`src/rtl/senzor_scan_ctrl.sv`:
```
// Sensor scan controller: walks the enabled colour channels, issues one I2C register read per channel, and writes back the results.
// Optional WAIT-state watchdog enabled by defining SCAN_TIMEOUT_EN.
module senzor_scan_ctrl #(
    parameter logic [7:0] CH_REG_BASE    = 8'h08,
    parameter int         GAP_CYCLES     = 16,
    parameter int         TIMEOUT_CYCLES = 1024
) (
    input  logic        clk,
    input  logic        rst,
    input  logic        scan_en,
    input  logic        cfg_sd,
    input  logic [4:0]  cfg_ch_en,
    input  logic        cfg_endian,
    input  logic [6:0]  cfg_dev_addr,
    output logic        i2c_req,
    input  logic        i2c_ack,
    output logic [6:0]  i2c_dev_addr,
    output logic [7:0]  i2c_reg_addr,
    input  logic        i2c_done,
    input  logic        i2c_err,
    input  logic [15:0] i2c_rdata,
    output logic        i2c_abort,
    output logic        res_we,
    output logic [2:0]  res_sel,
    output logic [15:0] res_data,
    output logic        scan_done,
    output logic        busy,
    output logic [7:0]  err_cnt
);

    localparam int TIMER_MAX = (GAP_CYCLES > TIMEOUT_CYCLES) ? GAP_CYCLES : TIMEOUT_CYCLES;
    localparam int TIMER_W   = $clog2(TIMER_MAX + 1);

    typedef enum logic [2:0] {
        S_IDLE,
        S_SELECT,
        S_REQ,
        S_WAIT,
        S_STORE,
        S_GAP
    } state_t;

    state_t               state_q, state_d;
    logic [2:0]           ptr_q, ptr_d;
    logic [TIMER_W-1:0]   timer_q, timer_d;
    logic [4:0]           ch_en_q, ch_en_d;
    logic                 endian_q, endian_d;
    logic [6:0]           dev_q, dev_d;

    logic                 req_d, res_we_d, scan_done_d, busy_d;
    logic [6:0]           dev_addr_d;
    logic [7:0]           reg_addr_d;
    logic [2:0]           res_sel_d;
    logic [15:0]          res_data_d;
    logic [7:0]           err_d;

    logic                 sel_found;
    logic [2:0]           sel_ch;
    logic [7:0]           err_inc;

`ifdef SCAN_TIMEOUT_EN
    logic                 abort_d;
`endif

    assign err_inc = (err_cnt == 8'hFF) ? 8'hFF : err_cnt + 8'd1;

    // Lowest enabled snapshot channel at or above the pointer.
    always_comb begin
        sel_found = 1'b0;
        sel_ch    = '0;
        for (int i = 4; i >= 0; i--) begin
            if (ch_en_q[i] && (3'(i) >= ptr_q)) begin
                sel_found = 1'b1;
                sel_ch    = 3'(i);
            end
        end
    end

    // Next state plus the next value of every registered output.
    // NOTE: every variable gets a default first so no path leaves one unassigned and infers a latch.
    always_comb begin
        state_d     = state_q;
        ptr_d       = ptr_q;
        timer_d     = timer_q;
        ch_en_d     = ch_en_q;
        endian_d    = endian_q;
        dev_d       = dev_q;
        dev_addr_d  = i2c_dev_addr;
        reg_addr_d  = i2c_reg_addr;
        res_sel_d   = res_sel;
        res_data_d  = res_data;
        err_d       = err_cnt;
        scan_done_d = 1'b0;
`ifdef SCAN_TIMEOUT_EN
        abort_d     = 1'b0;
`endif
        case (state_q)
            S_IDLE: begin
                if (scan_en && !cfg_sd && |cfg_ch_en) begin
                    ch_en_d  = cfg_ch_en;
                    endian_d = cfg_endian;
                    dev_d    = cfg_dev_addr;
                    ptr_d    = '0;
                    state_d  = S_SELECT;
                end
            end
            S_SELECT: begin
                if (cfg_sd) begin
                    state_d = S_IDLE;
                end else if (sel_found) begin
                    ptr_d      = sel_ch;
                    dev_addr_d = dev_q;
                    reg_addr_d = CH_REG_BASE + {4'b0000, sel_ch, 1'b0};
                    state_d    = S_REQ;
                end else begin
                    scan_done_d = 1'b1;
                    timer_d     = '0;
                    state_d     = S_GAP;
                end
            end
            S_REQ: begin
                if (i2c_ack) begin
                    timer_d = '0;
                    state_d = S_WAIT;
                end
            end
            S_WAIT: begin
                if (i2c_done) begin
                    if (i2c_err) begin
                        err_d   = err_inc;
                        ptr_d   = ptr_q + 3'd1;
                        state_d = cfg_sd ? S_IDLE : S_SELECT;
                    end else begin
                        res_sel_d  = ptr_q;
                        res_data_d = endian_q ? {i2c_rdata[7:0], i2c_rdata[15:8]} : i2c_rdata;
                        state_d    = S_STORE;
                    end
                end
`ifdef SCAN_TIMEOUT_EN
                else if (timer_q == TIMER_W'(TIMEOUT_CYCLES - 1)) begin
                    abort_d = 1'b1;
                    err_d   = err_inc;
                    ptr_d   = ptr_q + 3'd1;
                    state_d = cfg_sd ? S_IDLE : S_SELECT;
                end else begin
                    timer_d = timer_q + TIMER_W'(1);
                end
`endif
            end
            S_STORE: begin
                ptr_d   = ptr_q + 3'd1;
                state_d = cfg_sd ? S_IDLE : S_SELECT;
            end
            S_GAP: begin
                if (timer_q == TIMER_W'(GAP_CYCLES - 1)) begin
                    state_d = S_IDLE;
                end else begin
                    timer_d = timer_q + TIMER_W'(1);
                end
            end
            default: state_d = S_IDLE;
        endcase
        req_d    = (state_d == S_REQ);
        res_we_d = (state_d == S_STORE);
        busy_d   = (state_d != S_IDLE);
    end

    // NOTE: sequential state uses non-blocking assignments so every register samples pre-edge values.
    always_ff @(posedge clk) begin
        if (rst) begin
            state_q      <= S_IDLE;
            ptr_q        <= '0;
            timer_q      <= '0;
            ch_en_q      <= '0;
            endian_q     <= 1'b0;
            dev_q        <= '0;
            i2c_req      <= 1'b0;
            i2c_dev_addr <= '0;
            i2c_reg_addr <= '0;
            res_we       <= 1'b0;
            res_sel      <= '0;
            res_data     <= '0;
            scan_done    <= 1'b0;
            busy         <= 1'b0;
            err_cnt      <= '0;
        end else begin
            state_q      <= state_d;
            ptr_q        <= ptr_d;
            timer_q      <= timer_d;
            ch_en_q      <= ch_en_d;
            endian_q     <= endian_d;
            dev_q        <= dev_d;
            i2c_req      <= req_d;
            i2c_dev_addr <= dev_addr_d;
            i2c_reg_addr <= reg_addr_d;
            res_we       <= res_we_d;
            res_sel      <= res_sel_d;
            res_data     <= res_data_d;
            scan_done    <= scan_done_d;
            busy         <= busy_d;
            err_cnt      <= err_d;
        end
    end

`ifdef SCAN_TIMEOUT_EN
    always_ff @(posedge clk) begin
        if (rst) begin
            i2c_abort <= 1'b0;
        end else begin
            i2c_abort <= abort_d;
        end
    end
`else
    assign i2c_abort = 1'b0;
`endif

endmodule

```
`config.mk`:
```
export PLATFORM = sky130hd
export DESIGN_NAME = senzor_scan_ctrl
export DESIGN_NICKNAME = d
export VERILOG_FILES = /design/src/rtl/senzor_scan_ctrl.sv
export SDC_FILE = /design/constraint.sdc
export NUM_CORES = 1
export LEC_CHECK = 0
export CAP_MARGIN = 25
export CORE_MARGIN = 10
export CORE_UTILIZATION = 50
export DETAILED_ROUTE_END_ITERATION = 10
export MAX_ROUTING_LAYER = met4
export PLACE_DENSITY = 0.8
export SLEW_MARGIN = 40
export SYNTH_ARGS = -nofsm -noshare
export SYNTH_HDL_FRONTEND = slang
export SYNTH_SLANG_ARGS = --single-unit
```
`constraint.sdc`:
```
create_clock -name clk -period 2.6 [get_ports clk]
set_clock_uncertainty 0.15 [all_clocks]
set_input_delay 0.39 -clock clk [delete_from_list [all_inputs] [get_ports clk]]
set_output_delay 0.39 -clock clk [all_outputs]
set_load 0.03 [all_outputs]
```
### Word level (Yosys, flattened, before mapping)

Index checks and enable logic that the tools add are counted.
W data, S select, Z words.

* flip-flop bits (word level): 76
* bits of input ports: 36
* output and inout port bits: 47
* logic and storage cells: 97

* add/sub/neg operators: 4
* magnitude comparators: 5
* eq/ne operators: 17
* mux-type cells: 33
* bitwise gates (word level): 3
* reductions and logical operators: 20

Operators by type and width (count)
* $mux W3: 17
* $mux W11: 4
* $pmux W11 S3: 1
* $pmux W3 S6: 1
* $mux W16: 1
* $ne A2 B2 Y1 const B: 8
* $pmux W3 S4: 1
* $add A11 B1 Y11 const B: 1
* $eq A11 B4 Y1 const B: 1
* $eq A3 B2 Y1 const B: 3
* $eq A3 B3 Y1 const B: 3
* $reduce_and A3 Y1: 3
* $add A8 B1 Y8 const B: 1
* $eq A8 B8 Y1 const B: 1
* $mux W8: 1
* $logic_and A1 B1 Y1: 7
* $mux W1: 7
* $ge A1 B3 Y1 const A: 2
* $ge A2 B3 Y1 const A: 2
* $reduce_and A6 Y1: 1
* $reduce_bool A3 Y1: 2
* $add A4 B4 Y5 const A: 1
* $reduce_and A5 Y1: 1
* $reduce_or A5 Y1: 1
* 9 further kinds: 11

### Depth between registers and ports, before layout

* depth in word-level cells: 11
* depth in mapped cells: 8

### Least setup slack after synthesis

OpenSTA, ideal clock, no wires.

* path kind: register to register
* start: register ptr_q[0]
* end: register ptr_q[0]
* data arrival time: 1.792 ns
* data required time: 2.327 ns
* setup slack: 0.535 ns
* stages on the path, launching flop included: 8
* period minus slack after synthesis: 2.065 ns
* cell sequence: dfxtp_1 > inv_1 > ha_1 > o21bai_1 > o21a_1 > nor3_1 > o21ai_2 > mux2_1

* cells in the longest elaborated chain, start to end: 9
* elaborated cells on any way between the ends: 27

RTL lines
* from (decl): RTL line 44 `logic [2:0] ptr_q, ptr_d;`
* from (signal assigned): RTL line 188 `ptr_q <= ptr_d;`
* $ge A3 B3 Y1 / $ge A2 B3 Y1 (equally long branches): RTL line 72 `if (ch_en_q[i] && (3'(i) >= ptr_q)) begin`
* $logic_and A1 B1 Y1: RTL line 72
* $mux W1 / $mux W3 (equally long branches) (4 in series): RTL line 72
* $mux W1 / $mux W3 (equally long branches): RTL line 72, 110
* $ne A2 B2 Y1 (no source line) / $mux W3 (equally long branches)
* $reduce_and A6 Y1 (no source line) / $pmux W3 S4 (equally long branches)

Several ways; a longest one is shown, not always the timed one. The select of a mux whose other input is x is not followed.
A chain may end at the register's enable or synchronous reset.

### Worst setup path in the final report

Ends and elaborated chain as after synthesis.

==> results.ini <==
[placed_design]
hpwl_um=6640
numPortBuffers=77
post-place-cells=551
gp_congestion=0.914

[clock_network]
clock-sinks=72
cts_buffer_depth=2
cts_tree=done
cts_buffers=9
cts_hold_buffers=0
clk_latency_ns=0.35
post_cts_buffers=0
clockRootBuffer=clkbuf_8
clkTransAtPathRegs_ns=0.08
cts_max_level=3

[logic_synthesis]
synth_ff_type=dfxtp_1
yosysSeqAreaShare_pct=40.7
syn_avg_cell_area_um2=9.08
ys_warn_count=0
netlist_instances=390
ys_seq_elements=72
mappedNetlistArea_um2=3540
synth.distinct_cells=65
synth-edff-count=0
synth-async-reset-ratio_pct=0

[pwr]
p_int_mw=1.79
powerDensity_nw_per_um2=520
ir_worst_vdd_mv=0.346
combPwrFrac_pct=11.5
leakage_nw=1.64
seq_power_share_pct=47.7
power.share.clock_pct=40.8
power.switching_mw=0.601
sw_frac_of_total_pct=25.1

[route]
firstDrtPassIters=4
antenna_left=0
wl_um=8930
drt_iter0_drc=227
drc=0
wl_per_cell_um=15.7
vias=3167
viasPerCell=5.59

[floorplanning]
start_util_pct=51.8
die-area_um2=10800
io_pins=83
die_h_um=104
rows=30
core_area_um2=6830
die_w_um=104

[global_route]
grt_pass1_wl_um=15100
grt.total_usage_pct=17.0
antenna_found_initial=0
grt.overflow.total=0
grt_max_degree=36
grt_pass1_vias=3024

[final_layout]
final_nets=507
layout-drive-gt1-share_pct=9.77
n_fill_cell=578
diodes=0
area_growth_pct=30.1
regArea_um2=1440
final_common_cell=clkdlybuf4s50_1
layout.cells.non_filler=567
multiInputGateArea_um2=1920
mostFrequentLayoutCells=clkdlybuf4s50_1 (76), dfxtp_1 (72), nor2_1 (60), mux2i_1 (42), a211oi_1 (20)

[setup_path]
startpoint=ptr_q[0]
crit_path_max_fanout=8
crit_type=register to register
r2r-end=ptr_q[0]
regToRegStartpoint=ptr_q[0]
crit_required_ns=2.68
worst_setup_path_start_kind=register
worstPathArrival_ns=2.51
r2r_slack_ns=0.17
worstRegToRegCells=7
end_kind=register

[status]
status=completed

[sta]
tightest_slew_ns=0.687
final-max-slew-violation-count=0
tns_ns=0
rsz0062_at_grt=no
timing.fmax_mhz=412
timing.slew.headroom_pct=54.1
finalSetupViolCount=0
hold_viol=0
fin_crit_ns=2.43
post-route-period-util_pct=93.4

[worst_hold_path]
hold_start=rst
whs_path_depth=2
min_path_type=input pin to register
min_to=endian_q

[flow_run]
max_cap_violations=0

## stage by stage
step / power [mW] / setup slack, ns / util (%) / hold WS [ns] / instance area [um^2]
after global placement: 1.44 / 0.203 / 64.1 / 0.321 / 4380
after global routing: 2.49 / 0.00264 / 67.4 / 0.291 / 4610
final: 2.39 / 0.171 / 67.4 / 0.283 / 4610
after floorplan: 1.34 / 0.535 / - / 0.310 / 3560
after CTS: 2.41 / 0.176 / 67.3 / 0.275 / 4600
after detailed placement: 1.44 / 0.147 / 64.1 / 0.334 / 4380
## sequential cells by signal, indices dropped and copies added (netlist names), 3 cells and up
signal,cells
ch_en_q,5
dev_q,7
err_cnt,8
i2c_dev_addr,7
i2c_reg_addr,4
ptr_q,3
res_data,16
res_sel,3
state_q,3
timer_q,11
## critical path, cell delays in order, from the launching register on
cell and delay, ns:
dfxtp_1 0.47, inv_1 0.15, ha_1 0.24, o21bai_1 0.19, o21a_1 0.24, nor3_1 0.38, o21ai_2 0.16, mux2_1 0.33
## Yosys cell counts, types with 3 or more instances
library cell / count / area (um^2)
o21ai_0: 4 / 20.0
nor2_1: 60 / 225
buf_6: 3 / 33.8
o21a_1: 4 / 30.0
a31oi_1: 11 / 68.8
buf_2: 5 / 25.0
a21oi_1: 16 / 80.1
nor3_1: 8 / 40.0
a311oi_1: 6 / 52.6
dfxtp_1: 72 / 1440
and4_1: 3 / 26.3
buf_4: 7 / 52.6
nand3_1: 18 / 90.1
clkbuf_1: 9 / 33.8
nor3b_1: 5 / 37.5
ha_1: 5 / 62.6
nand2_1: 17 / 63.8
nand4_1: 5 / 31.3
mux2i_1: 42 / 420
nand2b_1: 6 / 37.5
a211oi_1: 20 / 150
inv_1: 7 / 26.3
and2_1: 3 / 18.8
## metal layers
metal | track usage, % | up-vias | routed length [um]
li1 | - | 1568 | -
met1 | 22.8 | 1466 | 4470
met2 | 23.6 | 121 | 3770
met3 | 5.27 | 12 | 567
met4 | 5.37 | 0 | 121
met5 | - | - | 0
## logic make-up (layout without fill, tap and decap cells)
kind of cell,count (synthesis),count (layout),share of synthesized area (%)
compound gates,84,84,17.4
fa+ha+maj,5,5,1.77
buf+inv,37,114,5.94
flops,72,72,40.7
mux,44,44,12.5
other cells,1,5,0.106
simple gates,147,147,21.6
## cell type report
| cell class | count | share of cell area, % |
|---|---|---|
| clock buffers | 9 | 2.69 |
| inverters | 10 | 0.815 |
| repair buffers | 88 | 19.0 |
| flip-flops and latches | 72 | 31.3 |
| well taps | 96 | 2.61 |
| multi-input cells | 285 | 41.6 |
| clock inverters | 7 | 2.06 |
## power groups by stage
stage	Clock (mW)	Sequential, mW	Combinational [mW]
after global placement	0	1.17	0.270
after global routing	1.04	1.14	0.302
after detailed placement	0	1.17	0.274
after floorplan	0	1.17	0.175
after CTS	0.992	1.14	0.276
final	0.976	1.14	0.277
## how the worst max path moves through the flow
stage | to | slack (ns) | cells past startpoint
final | ptr_q[0] | 0.17 | 7
after global routing | ptr_q[0] | 0.003 | 7
after CTS | ptr_q[0] | 0.18 | 7
after detailed placement | endian_q | 0.15 | 7
after global placement | ch_en_q[2] | 0.20 | 7
after floorplan | ptr_q[0] | 0.53 | 7
## what timing repair did
action                                 in CTS  in global routing
endpoints found under the hold margin       0                  0
setup endpoints to repair                   0                  1
gates resized for setup                     0                  1
No activity file was read; power rests on OpenSTA's default activity.
